### src/rtl/mem_op_tracker.sv
// In-flight vector memory operation tracker: counts accepted loads/stores,
// retires them on VLSU done pulses and flags protocol violations.
module mem_op_tracker #(
  parameter int unsigned MaxOutstanding = 8,
  parameter int unsigned CntWidth       = $clog2(MaxOutstanding + 1)
) (
  input  logic                clk_i,
  input  logic                rst_ni,
  input  logic                flush_i,
  input  logic                issue_valid_i,
  input  logic                issue_ready_i,
  input  logic                issue_is_mem_i,
  input  logic                issue_is_load_i,
  input  logic                load_done_i,
  input  logic                store_done_i,
  output logic [CntWidth-1:0] load_cnt_o,
  output logic [CntWidth-1:0] store_cnt_o,
  output logic                full_o,
  output logic                idle_o,
  output logic                load_complete_o,
  output logic                store_complete_o,
  output logic                err_o
);

  localparam int unsigned TotWidth = CntWidth + 1;
  localparam logic [TotWidth-1:0] MaxTotal = TotWidth'(MaxOutstanding);

  logic [CntWidth-1:0] load_cnt_q, load_cnt_d;
  logic [CntWidth-1:0] store_cnt_q, store_cnt_d;
  logic                ld_pulse_q, ld_pulse_d;
  logic                st_pulse_q, st_pulse_d;
  logic                err_q, err_d;

  logic [TotWidth-1:0] total_q;
  logic                issue_ev, ld_issue_ev, st_issue_ev;
  logic                ld_done_acc, st_done_acc, issue_acc;

  assign total_q     = {1'b0, load_cnt_q} + {1'b0, store_cnt_q};
  assign issue_ev    = issue_valid_i & issue_ready_i & issue_is_mem_i;
  assign ld_issue_ev = issue_ev & issue_is_load_i;
  assign st_issue_ev = issue_ev & ~issue_is_load_i;

  // A done is legal against an empty counter only if a same-type issue
  // lands in the same cycle; that issue is then always accepted.
  assign ld_done_acc = load_done_i & ((load_cnt_q != '0) | ld_issue_ev);
  assign st_done_acc = store_done_i & ((store_cnt_q != '0) | st_issue_ev);
  assign issue_acc   = issue_ev & ((total_q < MaxTotal) | ld_done_acc | st_done_acc);

  always_comb begin
    load_cnt_d  = load_cnt_q;
    store_cnt_d = store_cnt_q;
    ld_pulse_d  = 1'b0;
    st_pulse_d  = 1'b0;
    err_d       = err_q;

    if (flush_i) begin
      load_cnt_d  = '0;
      store_cnt_d = '0;
      err_d       = 1'b0;
    end else begin
      load_cnt_d  = load_cnt_q + CntWidth'(ld_issue_ev & issue_acc)
                               - CntWidth'(ld_done_acc);
      store_cnt_d = store_cnt_q + CntWidth'(st_issue_ev & issue_acc)
                                - CntWidth'(st_done_acc);
      ld_pulse_d  = ld_done_acc;
      st_pulse_d  = st_done_acc;
      if ((load_done_i & ~ld_done_acc) | (store_done_i & ~st_done_acc) |
          (issue_ev & ~issue_acc)) begin
        err_d = 1'b1;
      end
    end
  end

  always_ff @(posedge clk_i or negedge rst_ni) begin
    if (!rst_ni) begin
      load_cnt_q  <= '0;
      store_cnt_q <= '0;
      ld_pulse_q  <= 1'b0;
      st_pulse_q  <= 1'b0;
      err_q       <= 1'b0;
    end else begin
      load_cnt_q  <= load_cnt_d;
      store_cnt_q <= store_cnt_d;
      ld_pulse_q  <= ld_pulse_d;
      st_pulse_q  <= st_pulse_d;
      err_q       <= err_d;
    end
  end

  assign load_cnt_o       = load_cnt_q;
  assign store_cnt_o      = store_cnt_q;
  assign full_o           = (total_q == MaxTotal);
  assign idle_o           = (load_cnt_q == '0) && (store_cnt_q == '0);
  assign load_complete_o  = ld_pulse_q;
  assign store_complete_o = st_pulse_q;
  assign err_o            = err_q;

endmodule

### config.mk
export PLATFORM = sky130hd
export DESIGN_NAME = mem_op_tracker
export DESIGN_NICKNAME = d
export VERILOG_FILES = /design/src/rtl/mem_op_tracker.sv
export SDC_FILE = /design/constraint.sdc
export NUM_CORES = 1
export LEC_CHECK = 0
export CAP_MARGIN = 20
export CORE_MARGIN = 10
export CORE_UTILIZATION = 51
export CTS_CLUSTER_DIAMETER = 150
export DETAILED_ROUTE_END_ITERATION = 7
export PLACE_DENSITY_LB_ADDON = 0.15
export SLEW_MARGIN = 20
export SYNTH_ARGS = -nofsm -noshare
export SYNTH_HDL_FRONTEND = slang
export SYNTH_SLANG_ARGS = --single-unit
export TNS_END_PERCENT = 50
### constraint.sdc
create_clock -name clk_i -period 4.8 [get_ports clk_i]
set_input_delay 0.96 -clock clk_i [delete_from_list [all_inputs] [get_ports clk_i]]
set_output_delay 0.96 -clock clk_i [all_outputs]
set_load 0.005 [all_outputs]
==> impl_metrics.csv <==
group,metric,value,unit
yosys,synth_edf_count,0,
setup_path,reg2regPathDepth,11,
pwr,vdd_drop_max,368,µV
layout,nFillCells,135,
placement,dp_hpwl,1.65,mm
cts,clk_pin_slew_worst_paths,70,ps
setup_path,crit_buf_inv,2,
sta,fmax,0.304,GHz
placement,portBuffers,21,
cts,cts-resized-gates,0,
yosys,yosysSeqAreaShare,31.3,%
placement,gp_congestion,0.847,
setup_path,cp-end-kind,"output pin",
cts,cts.sinks,11,
floorplan,die_area,0.00379,mm²
layout,final_layout_size_suffix_gt1_share,8.18,%
yosys,yosysWarnings,0,
sta,fin_skew,1.29,ps
route,drc,0,
sta,relSlewSlack,64.9,%
yosys,netlist_instances,86,
layout,final_common_cell,"clkdlybuf4s50_1",
setup_path,r2r_start,"load_cnt_o[1]",
layout,syn_to_final_growth,28.7,%
run_status,status,"completed",
cts,clock_latency,260,ps
layout,post_layout_nonfiller_instances,126,
yosys,synth_seq_cells,11,
pwr,power_density,655,mW/mm²
pwr,p_leak,0.536,nW
sta,finalSetupTns,0,ps
layout,layout.area.seq,275,µm²
cts,clockBufferDepth,2,
yosys,synthDistinctLibCells,27,
floorplan,die_height,61.5,µm
min_path,min_delay_path_depth,2,
min_path,hp-start,"err_o",
floorplan,chipWidth,61.5,µm
floorplan,ios,22,
setup_path,cp_cell_sequence,"ha_1 > inv_1 > fa_1 > xor2_1 > nand3_1 > a211oi_1 > clkdlybuf4s50_1",
sta,drv_slew,0,
layout,final_cell_mix,"clkdlybuf4s50_1 (21), ha_1 (14), inv_1 (13)",
cts,holdBufCountCts,0,
placement,placed_cells,122,
route,finalWirelength,1.95,mm
cts,cts_buffers,3,
sta,period_share,68.6,%
global_route,grt_antenna_before_repair,0,
route,ant_nets,0,
yosys,syn_area_per_cell,10.2,µm²
route,wl_per_cell,15.5,µm
min_path,worst_hold_path_type,"reg -> reg",
layout,nets,137,
sta,setup_viol_count_final,0,
cts,htreeDepth,1,
cts,cts_setup_buffers,0,
sta,final_hold_viol_count,0,
setup_path,crit_type,"reg -> out",
global_route,grt_overflow,0,
floorplan,rows,14,
setup_path,worst_ep_arrival_time,2330,ps
layout,multi_input_area,552,µm²
layout,num_antenna_cells,0,
global_route,grt_usage,11.3,%
min_path,hold_path_end,"err_o",
global_route,grt_pass1_wl,3.25,mm
flow_run,drv_cap,0,
sta,whs,588,ps
floorplan,initial_core_util,55.8,%
global_route,grt_pass1_vias,750,
cts,clockRootBuffer,"clkbuf_4",
setup_path,critPathMaxStageDelay,530,ps
route,vias_per_cell,5.48,
setup_path,regToRegEndpoint,"store_cnt_o[2]",
global_route,grt_max_degree,13,
route,vias,691,
sta,worst_slew_pin_slew,524,ps
yosys,async_reset_ff_share,100,%
yosys,synth_flop_cell,"dfrtp_1",
setup_path,crit_path_max_fanout,4,
yosys,netlist_area,880,µm²
sta,rsz0062_at_grt,"no",
setup_path,cpLargestDelayFamily,"adder cells",
yosys,syn_nets,112,
setup_path,worst_path_max_delay_cell,"clkdlybuf4s50_1",
route,drtIter0Drc,14,
route,firstDrtPassIters,4,
sta,period_needed,3290,ps
floorplan,core_area,0.00158,mm²
setup_path,start_kind,"flop",
setup_path,reg2reg_setup_slack,1870,ps
setup_path,required,3840,ps
cts,cts_tree,"yes",
## flip-flops by register name, indices dropped and copies added, names as in the netlist
signal and flops:
load_cnt_o 4, store_cnt_o 4, err_o 1, load_complete_o 1
store_complete_o 1
## worst max-delay path by stage
stage	slack, ps	end	cells after the start	startpoint
after detailed placement	1470	store_cnt_o[2]	11	issue_ready_i
after global placement	1570	store_cnt_o[2]	11	issue_ready_i
after CTS	1500	full_o	7	store_cnt_o[0]
after floorplan	2080	store_cnt_o[2]	10	issue_is_load_i
final	1510	full_o	7	store_cnt_o[0]
after global routing	1400	full_o	6	load_cnt_o[1]
## cells in the mapped netlist (2+ instances only)
master    count  area (µm²)
ha_1         14         175
inv_1        13        48.8
dfrtp_1      11         275
nor2_1       10        37.5
nor2b_1       4        25.0
xnor2_1       4        35.0
a21o_1        3        22.5
fa_1          3        60.1
a211oi_1      2        15.0
a21oi_1       2        10.0
nand3_1       2        10.0
nand4b_1      2        17.5
or3b_4        2        22.5
## metal layers
metal	GRT usage, %	wire, µm	vias up	share of wire [%]
li1	-	-	345	-
met1	13.8	868	328	44
met2	18.7	950	16	49
met3	2.88	124	2	6.3
met4	3.82	10	0	0.51
met5	0	0	-	0
## logic make-up (layout without fill, tap and decap cells)
family	after synthesis	in the layout	synth area share, %
adders and majority gates	17	17	26.7
buffers and inverters	14	38	5.97
AOI/OAI and AO/OA	13	13	12.9
DFF	11	11	31.3
and+or+nand+nor	26	26	18.1
xor gates and xnor gates	5	5	4.98
## power breakdown
group | switching [mW] | internal [mW]
clock | 0.0319 | 0.0321
sequential | 0.0349 | 0.130
combinational | 0.228 | 0.285
## area by class of cell
cell class / count / area share, %
clock buffer: 4 / 2.32
inverter: 13 / 4.31
multi-input combinational: 61 / 48.7
sequential: 11 / 24.3
tap: 16 / 1.77
timing repair buffer: 21 / 18.6
## tightest hold or removal path, cell delays in order, from the launching register on
cell	delay [ps]
dfrtp_1	350
a221oi_1	60
o22ai_2	140
## metrics by stage
stage	instance area (µm²)	worst slack (ps)	power, mW	util (%)
after detailed placement	1110	1470	0.683	70.2
final	1130	1510	0.742	71.8
after global placement	1110	1570	0.665	70.2
after CTS	1130	1500	0.752	71.8
after floorplan	880	2080	0.506	-
after global routing	1130	1400	0.819	71.8
No activity file was read; power rests on OpenSTA's default activity.
